[config.mk]
export PLATFORM = sky130hd
export DESIGN_NAME = servo_pulse_decoder
export DESIGN_NICKNAME = d
export VERILOG_FILES = /design/src/rtl/servo_pulse_decoder.sv
export SDC_FILE = /design/constraint.sdc
export NUM_CORES = 1
export LEC_CHECK = 0
export CAP_MARGIN = 20
export CELL_PAD_IN_SITES_DETAIL_PLACEMENT = 1
export CELL_PAD_IN_SITES_GLOBAL_PLACEMENT = 2
export CORE_UTILIZATION = 30
export CTS_CLUSTER_SIZE = 14
export DETAILED_ROUTE_END_ITERATION = 16
export GPL_ROUTABILITY_DRIVEN = 0
export HOLD_SLACK_MARGIN = 0.15
export MAX_ROUTING_LAYER = met4
export PLACE_DENSITY = 0.68
export SLEW_MARGIN = 20
export SYNTH_ARGS = -nofsm -noshare
export SYNTH_HDL_FRONTEND = slang
export SYNTH_SLANG_ARGS = --single-unit
[constraint.sdc]
create_clock -name clk_100M -period 12.8 [get_ports clk_100M]
set_input_delay 1.28 -clock clk_100M [delete_from_list [all_inputs] [get_ports clk_100M]]
set_output_delay 1.28 -clock clk_100M [all_outputs]
set_load 0.05 [all_outputs]
[src/rtl/servo_pulse_decoder.sv]
// Servo PWM receiver: measures high time and frame period of a servo pulse train
// in measurement ticks, validates the frame, and converts the accepted width to 0-180 degrees.
module servo_pulse_decoder #(
    parameter int unsigned TICK_DIV   = 1000,
    parameter int unsigned MIN_PW     = 70,
    parameter int unsigned MAX_PW     = 230,
    parameter int unsigned PW_TOL     = 10,
    parameter int unsigned PERIOD_MIN = 1800,
    parameter int unsigned PERIOD_MAX = 2200,
    parameter int unsigned TIMEOUT    = 2500
) (
    input  logic        clk_100M,
    input  logic        rst_n,
    input  logic        en,
    input  logic        pulse_in,
    output logic [7:0]  angle,
    output logic [11:0] pulsewidth,
    output logic        valid,
    output logic        angle_stb,
    output logic        bad_pulse,
    output logic        timeout
);
    localparam int unsigned CNT_W = 12;
    localparam int unsigned DIV_W = (TICK_DIV > 1) ? $clog2(TICK_DIV) : 1;

    localparam logic [DIV_W-1:0] DIV_LAST = DIV_W'(TICK_DIV - 1);
    localparam logic [CNT_W-1:0] CNT_SAT  = '1;
    localparam logic [CNT_W-1:0] PW_MIN_C = CNT_W'(MIN_PW);
    localparam logic [CNT_W-1:0] PW_MAX_C = CNT_W'(MAX_PW);
    localparam logic [CNT_W-1:0] PW_LO    = CNT_W'(MIN_PW - PW_TOL);
    localparam logic [CNT_W-1:0] PW_HI    = CNT_W'(MAX_PW + PW_TOL);
    localparam logic [CNT_W-1:0] PER_LO   = CNT_W'(PERIOD_MIN);
    localparam logic [CNT_W-1:0] PER_HI   = CNT_W'(PERIOD_MAX);
    localparam logic [CNT_W-1:0] TO_LIM   = CNT_W'(TIMEOUT);

    typedef enum logic [1:0] {IDLE, HIGH, LOW} state_t;

    state_t            state;
    logic              sync_q1, sync_q2, sync_d;
    logic              rise, fall;
    logic [DIV_W-1:0]  div_cnt;
    logic              tick;
    logic [CNT_W-1:0]  hi_cnt, per_cnt, hi_lat;
    logic [CNT_W-1:0]  hi_next, per_next, w_clamp, ang_prod;
    logic              frame_good, period_expired;

    // Two-flop synchronizer followed by a registered edge detector
    always_ff @(posedge clk_100M or negedge rst_n) begin
        if (!rst_n) begin
            sync_q1 <= 1'b0;
            sync_q2 <= 1'b0;
            sync_d  <= 1'b0;
            rise    <= 1'b0;
            fall    <= 1'b0;
        end else begin
            sync_q1 <= pulse_in;
            sync_q2 <= sync_q1;
            sync_d  <= sync_q2;
            rise    <= sync_q2 & ~sync_d;
            fall    <= ~sync_q2 & sync_d;
        end
    end

    // Tick phase is realigned on every rising edge so the width count starts with the frame
    assign tick = (div_cnt == DIV_LAST);

    always_ff @(posedge clk_100M or negedge rst_n) begin
        if (!rst_n) begin
            div_cnt <= '0;
        end else if (!en || rise || tick) begin
            div_cnt <= '0;
        end else begin
            div_cnt <= div_cnt + DIV_W'(1);
        end
    end

    // Counter look-ahead, frame qualification and width-to-angle conversion
    always_comb begin
        hi_next  = hi_cnt;
        per_next = per_cnt;
        if (tick && (hi_cnt != CNT_SAT)) begin
            hi_next = hi_cnt + CNT_W'(1);
        end
        if (tick && (per_cnt != CNT_SAT)) begin
            per_next = per_cnt + CNT_W'(1);
        end

        w_clamp = hi_lat;
        if (hi_lat < PW_MIN_C) begin
            w_clamp = PW_MIN_C;
        end else if (hi_lat > PW_MAX_C) begin
            w_clamp = PW_MAX_C;
        end
        ang_prod = (w_clamp - PW_MIN_C) * CNT_W'(9);

        frame_good     = (hi_lat >= PW_LO) && (hi_lat <= PW_HI) &&
                         (per_next >= PER_LO) && (per_next <= PER_HI);
        period_expired = (per_next >= TO_LIM);
    end

    always_ff @(posedge clk_100M or negedge rst_n) begin
        if (!rst_n) begin
            state      <= IDLE;
            hi_cnt     <= '0;
            per_cnt    <= '0;
            hi_lat     <= '0;
            angle      <= '0;
            pulsewidth <= '0;
            valid      <= 1'b0;
            angle_stb  <= 1'b0;
            bad_pulse  <= 1'b0;
            timeout    <= 1'b0;
        end else begin
            angle_stb <= 1'b0;
            bad_pulse <= 1'b0;
            if (!en) begin
                state   <= IDLE;
                hi_cnt  <= '0;
                per_cnt <= '0;
                valid   <= 1'b0;
                timeout <= 1'b0;
            end else begin
                case (state)
                    IDLE: begin
                        hi_cnt  <= '0;
                        per_cnt <= '0;
                        if (rise) begin
                            state <= HIGH;
                        end
                    end
                    HIGH: begin
                        if (period_expired) begin
                            state   <= IDLE;
                            hi_cnt  <= '0;
                            per_cnt <= '0;
                            valid   <= 1'b0;
                            timeout <= 1'b1;
                        end else begin
                            hi_cnt  <= hi_next;
                            per_cnt <= per_next;
                            if (fall) begin
                                hi_lat <= hi_next;
                                state  <= LOW;
                            end
                        end
                    end
                    LOW: begin
                        // Timeout takes priority over a coincident closing edge
                        if (period_expired) begin
                            state   <= IDLE;
                            hi_cnt  <= '0;
                            per_cnt <= '0;
                            valid   <= 1'b0;
                            timeout <= 1'b1;
                        end else if (rise) begin
                            state   <= HIGH;
                            hi_cnt  <= '0;
                            per_cnt <= '0;
                            if (frame_good) begin
                                pulsewidth <= hi_lat;
                                angle      <= 8'(ang_prod >> 3);
                                valid      <= 1'b1;
                                timeout    <= 1'b0;
                                angle_stb  <= 1'b1;
                            end else begin
                                bad_pulse <= 1'b1;
                            end
                        end else begin
                            per_cnt <= per_next;
                        end
                    end
                    default: begin
                        state <= IDLE;
                    end
                endcase
            end
        end
    end

endmodule
==> results of run 1 <==
## cell usage after synthesis (13+ instances only)
library cell | n | area, sq um
a21oi_1 | 13 | 65.1
nor2_1 | 45 | 169
nand2_1 | 53 | 199
xor2_1 | 15 | 131
inv_1 | 18 | 67.6
ha_1 | 18 | 225
clkbuf_1 | 19 | 71.3
dfrtp_1 | 77 | 1930
mux2_2 | 15 | 169
o21ai_0 | 27 | 135
nand3_1 | 16 | 80.1
xnor2_1 | 19 | 166
nor3_1 | 17 | 85.1
## worst max-delay path, stage by stage (launching register included)
cell,delay [ns]
dfrtp_1,0.38
nor4_1,0.77
o221ai_1,0.43
or2_2,0.39
ha_1,0.22
o21bai_1,0.20
a21o_1,0.20
o211ai_1,0.25
ha_1,0.29
ha_1,0.32
inv_1,0.08
o21bai_1,0.11
a21o_1,0.19
a21oi_1,0.16
xor2_1,0.18
xnor2_1,0.09
mux2_2,0.27
## stage by stage
stage                     hold WS [ns]  cells  util [%]  worst slack (ns)  instance area, sq um
final                            0.350    710      35.5              8.15                  5390
after global routing             0.355    710      35.5              7.74                  5390
after CTS                        0.354    710      35.4              8.16                  5390
after detailed placement         0.340    695      33.5              8.18                  5100
after global placement           0.336    695      33.5              8.24                  5100
after floorplan                  0.331    502         -              8.72                  4670
## metal layers
metal / GRT usage (%) / vias to the layer above / wire, um / share of wire, %
met1: 22.1 / 1887 / 6150 / 52
li1: - / 1845 / - / -
met4: 3.99 / 0 / 110 / 0.93
met2: 24.6 / 35 / 5320 / 45
met5: - / - / 0 / 0
met3: 3.58 / 7 / 295 / 2.5
## cells by family after synthesis
| logic type | Yosys count |
|---|---|
| AO/OA/AOI/OAI | 103 |
| other | 1 |
| multiplexers | 23 |
| flip-flops | 77 |
| buffers and inverters | 43 |
| adder cells (fa/ha/maj) | 19 |
| XOR/XNOR | 34 |
| AND/OR/NAND/NOR | 202 |
## layout by cell type, fill, tap and decap left out, drive strengths merged, types with 4 or more instances in the layout
cell and count:
nand3 16, o31ai 4, nor3 17, dfrtp 77, nor4 6, o22ai 4
nor2 46, mux2i 7, or3 6, a21oi 13, nand2 53, mux2 16
o21bai 4, clkbuf 9, o211ai 5, inv 19, a211oi 7, a221o 12
ha 18, and3 5, buf 4, xor2 15, nand4 9, xnor2 19
nor3b 8, o21ai 28, nor2b 10, clkdlybuf4s50 26, and2 9
## final cells by class
type                       count  area (sq um)
inverter                      18          67.6
fill                        1762          9810
tap                          188           235
multi-input combinational    382          2580
timing repair buffer          30           294
sequential                    77          1930
clock inverter                 6          63.8
clock buffer                   9           225
## worst paths after layout
kind,slack [ns],end,startpoint
worst max-delay path,8.15,angle[7],hi_lat[11]
worst min-delay path,0.35,sync_q2,sync_q1
worst max register to register,8.15,angle[7],hi_lat[11]
worst min register to register,0.35,sync_q2,sync_q1
max in group asynchronous,11.31,hi_cnt[10],rst_n
min in group asynchronous,0.98,per_cnt[10],rst_n
## report_power, final
group / internal, mW / switching, mW
clock: 0.150 / 0.104
sequential: 0.245 / 0.00169
combinational: 0.00607 / 0.0175
total: 0.401 / 0.124
## state kept, by name, indices dropped and copies added (netlist names)
signal      cells
per_cnt        12
fall            1
bad_pulse       1
sync_q2         1
pulsewidth     12
angle_stb       1
angle           8
sync_d          1
sync_q1         1
hi_lat         12
hi_cnt         12
valid           1
timeout         1
rise            1
div_cnt        10
state           2
==> results.sh, run 1 <==
export IMPL_status="completed"
export IMPL_dr_pass1_iters=6
export IMPL_required_ns=13.03
export IMPL_synth_edf_count=0
export IMPL_insertion_delay_ns=0.34
export IMPL_worstSetupPathType="reg -> reg"
export IMPL_synthAdderAreaFrac_pct=5.25
export IMPL_nets=541
export IMPL_p_per_area_nw_per_um2=97.4
export IMPL_rows=45
export IMPL_synth_cell_area_sq_um=4670
export IMPL_timing_final_hold_violations=0
export IMPL_clock_sinks=77
export IMPL_fmax_ghz=0.215
export IMPL_rsz0062_at_grt="no"
export IMPL_hp_class="reg -> reg"
export IMPL_syn_area_per_cell_sq_um=9.30
export IMPL_die_area_sq_um=16100
export IMPL_cts_buffer_depth=2
export IMPL_dpl_hpwl_mm=8.33
export IMPL_slew_headroom_pct=28.7
export IMPL_gr_total_overflow=0
export IMPL_ys_flop_type="dfrtp_1"
export IMPL_grt_pass1_wl_mm=20.0
export IMPL_min_path_cells=0
export IMPL_critical_path_endpoint_type="register"
export IMPL_cp_max_fo=6
export IMPL_fin_crit_sh_pct=36.4
export IMPL_start_util_pct=30.7
export IMPL_clk_pin_slew_worst_paths_ns=0.06
export IMPL_cts_resized=0
export IMPL_cts_root_buffer="clkbuf_16"
export IMPL_hold_buffers=0
export IMPL_finalPower_uw=525
export IMPL_area_growth_pct=15.5
export IMPL_synthMuxAreaShare_pct=5.36
export IMPL_drc=0
export IMPL_fin_tns_setup_ns=0
export IMPL_core_area_sq_um=15200
export IMPL_cts_setup_buffers=0
export IMPL_mappedNetlistNets=525
export IMPL_synthArstFlopShare_pct=100
export IMPL_tightestPinTransition_ns=1.07
export IMPL_ir_worst_vdd_uv=73.0
export IMPL_n_antenna_cell=0
export IMPL_yosys_area_share_simple_pct=22.4
export IMPL_die_x_um=127
export IMPL_yosysWarnings=0
export IMPL_clock_skew_ns=0.00690
export IMPL_grt_total_usage_pct=16.3
export IMPL_antenna_found_initial=0
export IMPL_finalCriticalPeriod_ns=4.65
export IMPL_synth_top_family_by_area="simple AND/OR/NAND/NOR gates"
export IMPL_worstRegToRegCells=16
export IMPL_p_leak_nw=2.27
export IMPL_ys_types=64
export IMPL_pin_count=28
export IMPL_drive_gt1_share_pct=8.62
export IMPL_dieHeight_um=127
export IMPL_cts_tree="yes"
export IMPL_numPortBuffers=27
export IMPL_synth_xor_area_share_pct=6.38
export IMPL_vias_per_cell=5.32
export IMPL_grt_max_degree=78
export IMPL_first_global_vias=3858
export IMPL_cts_buffers=9
export IMPL_synth_compound_area_share_pct=15.6
export IMPL_drt_wirelength_per_cell_um=16.7
export IMPL_synthCells=502
export IMPL_setup_viol=0
export IMPL_slew_viol_final=0
export IMPL_drt_total_wl_mm=11.9
export IMPL_num_vias=3774
export IMPL_crit_arrival_ns=4.88
export IMPL_final_antenna_net_count=0
export IMPL_drt_iter0_drc=134
export IMPL_cts_max_level=3
export IMPL_synth_seq_cells=77
export IMPL_drv_cap=0
export IMPL_ys_seq_area_share_pct=41.3
export IMPL_startpoint_type="register"
(Power assumes the default switching activity.)
==> run 2: changes to the inputs <==
--- a/config.mk
+++ b/config.mk
@@ -14,7 +14,7 @@
 export GPL_ROUTABILITY_DRIVEN = 0
 export HOLD_SLACK_MARGIN = 0.15
 export MAX_ROUTING_LAYER = met4
-export PLACE_DENSITY = 0.68
+export PLACE_DENSITY = 0.71
 export SLEW_MARGIN = 20
 export SYNTH_ARGS = -nofsm -noshare
 export SYNTH_HDL_FRONTEND = slang
==> constraint.sdc (replaced) <==
create_clock -name clk_100M -period 3.8 [get_ports clk_100M]
set_input_delay 0.38 -clock clk_100M [delete_from_list [all_inputs] [get_ports clk_100M]]
set_output_delay 0.38 -clock clk_100M [all_outputs]
set_load 0.05 [all_outputs]
==> results.sh, run 2 (synthesis results as in run 1) <==
export IMPL_status="completed"
export IMPL_tightestPinTransition_ns=0.700
export IMPL_rows=45
export IMPL_timing_final_hold_violations=0
export IMPL_layout_setup_ws_ns=0.118
export IMPL_drt_iter0_drc=128
export IMPL_drive_gt1_share_pct=17.1
export IMPL_first_global_vias=4162
export IMPL_clock_skew_ns=0.00804
export IMPL_antenna_found_initial=0
export IMPL_ir_worst_vdd_uv=196
export IMPL_p_per_area_nw_per_um2=314
export IMPL_insertion_delay_ns=0.34
export IMPL_grt_pass1_wl_mm=21.3
export IMPL_p_leak_nw=2.48
export IMPL_area_growth_pct=24.1
export IMPL_cp_buffers_inverters=1
export IMPL_required_ns=4.03
export IMPL_clock_sinks=77
export IMPL_drv_cap=0
export IMPL_numPortBuffers=27
export IMPL_final_cell_mix="73 x dfrtp_1, 53 x nand2_1, 45 x nor2_1"
export IMPL_cts_buffer_depth=2
export IMPL_cts_buffers=9
export IMPL_start_util_pct=30.7
export IMPL_final_util_pct=38.1
export IMPL_dr_pass1_iters=4
export IMPL_num_vias=3937
export IMPL_crit_arrival_ns=3.91
export IMPL_hp_class="reg -> reg"
export IMPL_dieHeight_um=127
export IMPL_drc=0
export IMPL_final_antenna_net_count=0
export IMPL_drt_total_wl_mm=12.5
export IMPL_path_delay_family="compound AO/OA/AOI/OAI gates"
export IMPL_nets=573
export IMPL_fmax_ghz=0.272
export IMPL_gr_total_overflow=0
export IMPL_critical_path_endpoint_type="register"
export IMPL_finalPower_mw=1.82
export IMPL_slew_viol_final=0
export IMPL_worstSetupPathType="reg -> reg"
export IMPL_dpl_hpwl_mm=9.11
export IMPL_finalCriticalPeriod_ns=3.68
export IMPL_critPathMaxStageDelay_ns=0.45
export IMPL_fin_area_sq_um=5790
export IMPL_n_antenna_cell=0
export IMPL_final_common_cell="dfrtp_1"
export IMPL_cts_max_level=3
export IMPL_drt_wirelength_per_cell_um=16.9
export IMPL_grt_total_usage_pct=17.4
export IMPL_startpoint_type="register"
export IMPL_slew_headroom_pct=53.3
export IMPL_core_area_sq_um=15200
export IMPL_rsz0062_at_grt="yes"
export IMPL_cts_root_buffer="clkbuf_16"
export IMPL_setup_viol=0
export IMPL_crit_top_cell="a21o_1"
export IMPL_clk_pin_slew_worst_paths_ns=0.07
export IMPL_cp_max_fo=4
export IMPL_die_area_sq_um=16100
export IMPL_die_x_um=127
export IMPL_place_ws_ns=-0.134
export IMPL_vias_per_cell=5.30
export IMPL_pin_count=28
export IMPL_grt_max_degree=55
export IMPL_cp_slowest_cell="dfrtp_2"
export IMPL_placed_area_sq_um=5360
export IMPL_whs_ns=0.355
export IMPL_fin_crit_sh_pct=96.9
export IMPL_cts_tree="yes"
export IMPL_timing_critical_path_cells="a311oi_2 > o221ai_2 > or2_4 > ha_2 > o21bai_4 > a21o_1 > o211ai_1 > ha_1 > ha_4 > inv_1 > o21bai_2 > a21o_1 > a21oi_2 > xor2_1 > xnor2_1 > mux2_2"
==> run 2: worst reg2reg max path: stages (launching register included) <==
cell	delay, ns
dfrtp_2	0.45
a311oi_2	0.31
o221ai_2	0.16
or2_4	0.25
ha_2	0.21
o21bai_4	0.19
a21o_1	0.18
o211ai_1	0.21
ha_1	0.31
ha_4	0.26
inv_1	0.09
o21bai_2	0.10
a21o_1	0.18
a21oi_2	0.14
xor2_1	0.19
xnor2_1	0.08
mux2_2	0.26
==> run 2: power breakdown <==
group          leakage [nW]  internal, mW  switching, mW
combinational          1.28        0.0244         0.0589
sequential             1.05         0.826        0.00597
clock                 0.145         0.531          0.370
total                  2.48          1.38          0.435
==> run 2: stage by stage <==
stage / std cells / TNS (ns)
global placement: 724 / 0
CTS: 743 / 0
finish: 743 / 0
global route: 743 / -0.0648
detailed placement: 724 / -0.183
floorplan: 502 / 0
==> run 2: timing repair <==
action	4_1_cts	5_1_grt
buffers inserted	2	0
hold endpoints to repair	53	0
resized for setup	7	12
setup endpoints to repair	2	15
pin swaps	8	7
hold buffers	1	0
==> run 2: area by class of cell <==
cell class,instances,area (sq um)
Clock inverter,6,71.3
Multi-Input combinational cell,382,2690
Tap cell,188,235
Sequential cell,77,1930
Clock buffer,10,239
Fill cell,1724,9410
Inverter,18,67.6
Timing Repair Buffer,62,558
==> run 2: worst paths after layout <==
check	from	to	slack, ns	cells past startpoint
max	hi_lat[1]	angle[7]	0.12	16
min	sync_q1	sync_q2	0.36	0
max reg2reg	hi_lat[1]	angle[7]	0.12	16
min reg2reg	sync_q1	sync_q2	0.36	0
max in group asynchronous	rst_n	hi_lat[4]	2.35	3
min in group asynchronous	rst_n	div_cnt[5]	0.64	2
==> run 2: per-layer routing <==
metal	GRT usage (%)	routed length (um)	up-vias
li1	-	-	1901
met1	22.4	6140	1980
met2	28.1	5950	41
met3	2.11	230	15
met4	6.37	210	0
met5	-	0	-
==> run 3: changes to the inputs <==
--- a/config.mk
+++ b/config.mk
@@ -8,6 +8,7 @@
 export CAP_MARGIN = 20
 export CELL_PAD_IN_SITES_DETAIL_PLACEMENT = 1
 export CELL_PAD_IN_SITES_GLOBAL_PLACEMENT = 2
+export CORE_MARGIN = 1.5
 export CORE_UTILIZATION = 30
 export CTS_CLUSTER_SIZE = 14
 export DETAILED_ROUTE_END_ITERATION = 16
==> results.sh, run 3 (synthesis results as in run 1) <==
export IMPL_status="completed"
export IMPL_crit_arrival_ns=3.89
export IMPL_fin_area_sq_um=5830
export IMPL_area_growth_pct=24.9
export IMPL_cp_max_fo=5
export IMPL_cts_buffer_depth=2
export IMPL_hp_class="reg -> reg"
export IMPL_nets=575
export IMPL_fill_cells=1705
export IMPL_first_global_vias=3953
export IMPL_clk_pin_slew_worst_paths_ns=0.06
export IMPL_n_antenna_cell=0
export IMPL_critical_path_endpoint_type="register"
export IMPL_dieHeight_um=128
export IMPL_drt_wirelength_per_cell_um=16.9
export IMPL_dr_pass1_iters=4
export IMPL_slew_viol_final=0
export IMPL_p_comb_share_pct=4.6
export IMPL_final_antenna_net_count=0
export IMPL_stdcell_count=744
export IMPL_vias_per_cell=5.22
export IMPL_gr_total_overflow=0
export IMPL_r2r_setup_slack_ns=0.13
export IMPL_power_net_switching_uw=417
export IMPL_grt_max_degree=78
export IMPL_p_leak_nw=2.48
export IMPL_fmax_ghz=0.273
export IMPL_fin_tns_setup_ns=0
export IMPL_finalPower_mw=1.79
export IMPL_grt_pass1_wl_mm=20.3
export IMPL_swShare_pct=23.3
export IMPL_place_ws_ns=-0.0179
export IMPL_cts_tree="yes"
export IMPL_drt_total_wl_mm=12.6
export IMPL_finalCriticalPeriod_ns=3.67
export IMPL_whs_ns=0.355
export IMPL_insertion_delay_ns=0.34
export IMPL_final_cell_mix="74 x dfrtp_1, 52 x nand2_1, 44 x nor2_1"
export IMPL_drv_cap=0
export IMPL_cts_buffers=9
export IMPL_pin_count=28
export IMPL_intPower_mw=1.38
export IMPL_startpoint_type="register"
export IMPL_slew_headroom_pct=51.5
export IMPL_num_vias=3887
export IMPL_rows=45
export IMPL_drc=0
export IMPL_ir_worst_vdd_uv=203
export IMPL_final_util_pct=38.4
export IMPL_numPortBuffers=27
export IMPL_layout_setup_ws_ns=0.131
export IMPL_dpl_hpwl_mm=8.78
export IMPL_seqPwrFrac_pct=46.4
export IMPL_dpl_cell_count=720
export IMPL_clock_skew_ns=0.00489
export IMPL_die_area_sq_um=16300
export IMPL_clockPowerShare_pct=49.0
export IMPL_final_common_cell="dfrtp_1"
export IMPL_required_ns=4.02
export IMPL_core_area_sq_um=15200
export IMPL_antenna_found_initial=0
export IMPL_timing_final_hold_violations=0
export IMPL_tightestPinTransition_ns=0.728
export IMPL_p_per_area_nw_per_um2=307
export IMPL_placed_area_sq_um=5330
export IMPL_drive_gt1_share_pct=18.2
export IMPL_setup_viol=0
export IMPL_cts_root_buffer="clkbuf_16"
export IMPL_cts_max_level=3
export IMPL_die_x_um=128
export IMPL_start_util_pct=30.7
export IMPL_grt_total_usage_pct=16.3
export IMPL_fin_crit_sh_pct=96.6
export IMPL_worstSetupPathType="reg -> reg"
export IMPL_rsz0062_at_grt="yes"
export IMPL_drt_iter0_drc=145
export IMPL_clock_sinks=77
run 3: cell count changes in the layout (fill, tap and decap cells not counted), sizes merged:
cell      change
buf           +2
clkinvlp      -1
run 3: final timing paths:
| path | from | endpoint | cells past startpoint |
|---|---|---|---|
| worst max-delay path | hi_lat[4] | angle[7] | 17 |
| worst min-delay path | sync_q1 | sync_q2 | 0 |
| worst max register to register | hi_lat[4] | angle[7] | 17 |
| worst min register to register | sync_q1 | sync_q2 | 0 |
| max in group asynchronous | rst_n | hi_lat[2] | 2 |
| min in group asynchronous | rst_n | div_cnt[6] | 2 |
run 3: power groups by stage:
stage,clock network (mW),logic [mW],registers (mW)
2_1_floorplan,0,0.0403,0.848
3_3_place_gp,0,0.0830,0.847
3_5_place_dp,0,0.0836,0.847
4_1_cts,0.912,0.0840,0.832
5_1_grt,0.947,0.0946,0.832
6_report,0.878,0.0824,0.832
run 3: timing repair:
action | 4_1_cts | 5_1_grt
setup endpoints to repair | 1 | 2
gates resized for setup | 4 | 23
buffers inserted | 2 | 7
hold buffers | 0 | 1
cloned | 0 | 0
endpoints found under the hold margin | 0 | 2
pin swaps | 3 | 17
run 3: area by class of cell:
class / count / area [sq um] / area share (%)
multi-input combinational: 382 / 2720 / 46.6
sequential: 77 / 1930 / 33.1
timing repair buffer: 64 / 581 / 9.96
clock buffer: 10 / 239 / 4.10
tap: 188 / 235 / 4.03
inverter: 18 / 67.6 / 1.16
clock inverter: 5 / 60.1 / 1.03
run 3: routing by layer:
layer | track usage [%] | vias up | routed length [um]
met5 | - | - | 0
met4 | 5.09 | 0 | 163
met3 | 3.09 | 12 | 321
met2 | 25.3 | 43 | 5870
met1 | 21.5 | 1925 | 6230
li1 | - | 1907 | -
run 3: worst max-delay path, cell delays in order, from the launching register on:
cell and delay (ns):
dfrtp_2 0.46, buf_6 0.14, a311oi_2 0.25, o221ai_2 0.16, or2_4 0.29, ha_4 0.17
o21bai_4 0.18, a21o_1 0.18, o211ai_1 0.20, ha_1 0.30, ha_4 0.29, inv_2 0.04
o21bai_1 0.15, a21o_1 0.15, a21oi_2 0.05, xor2_1 0.15, xnor2_1 0.12, mux2_2 0.25
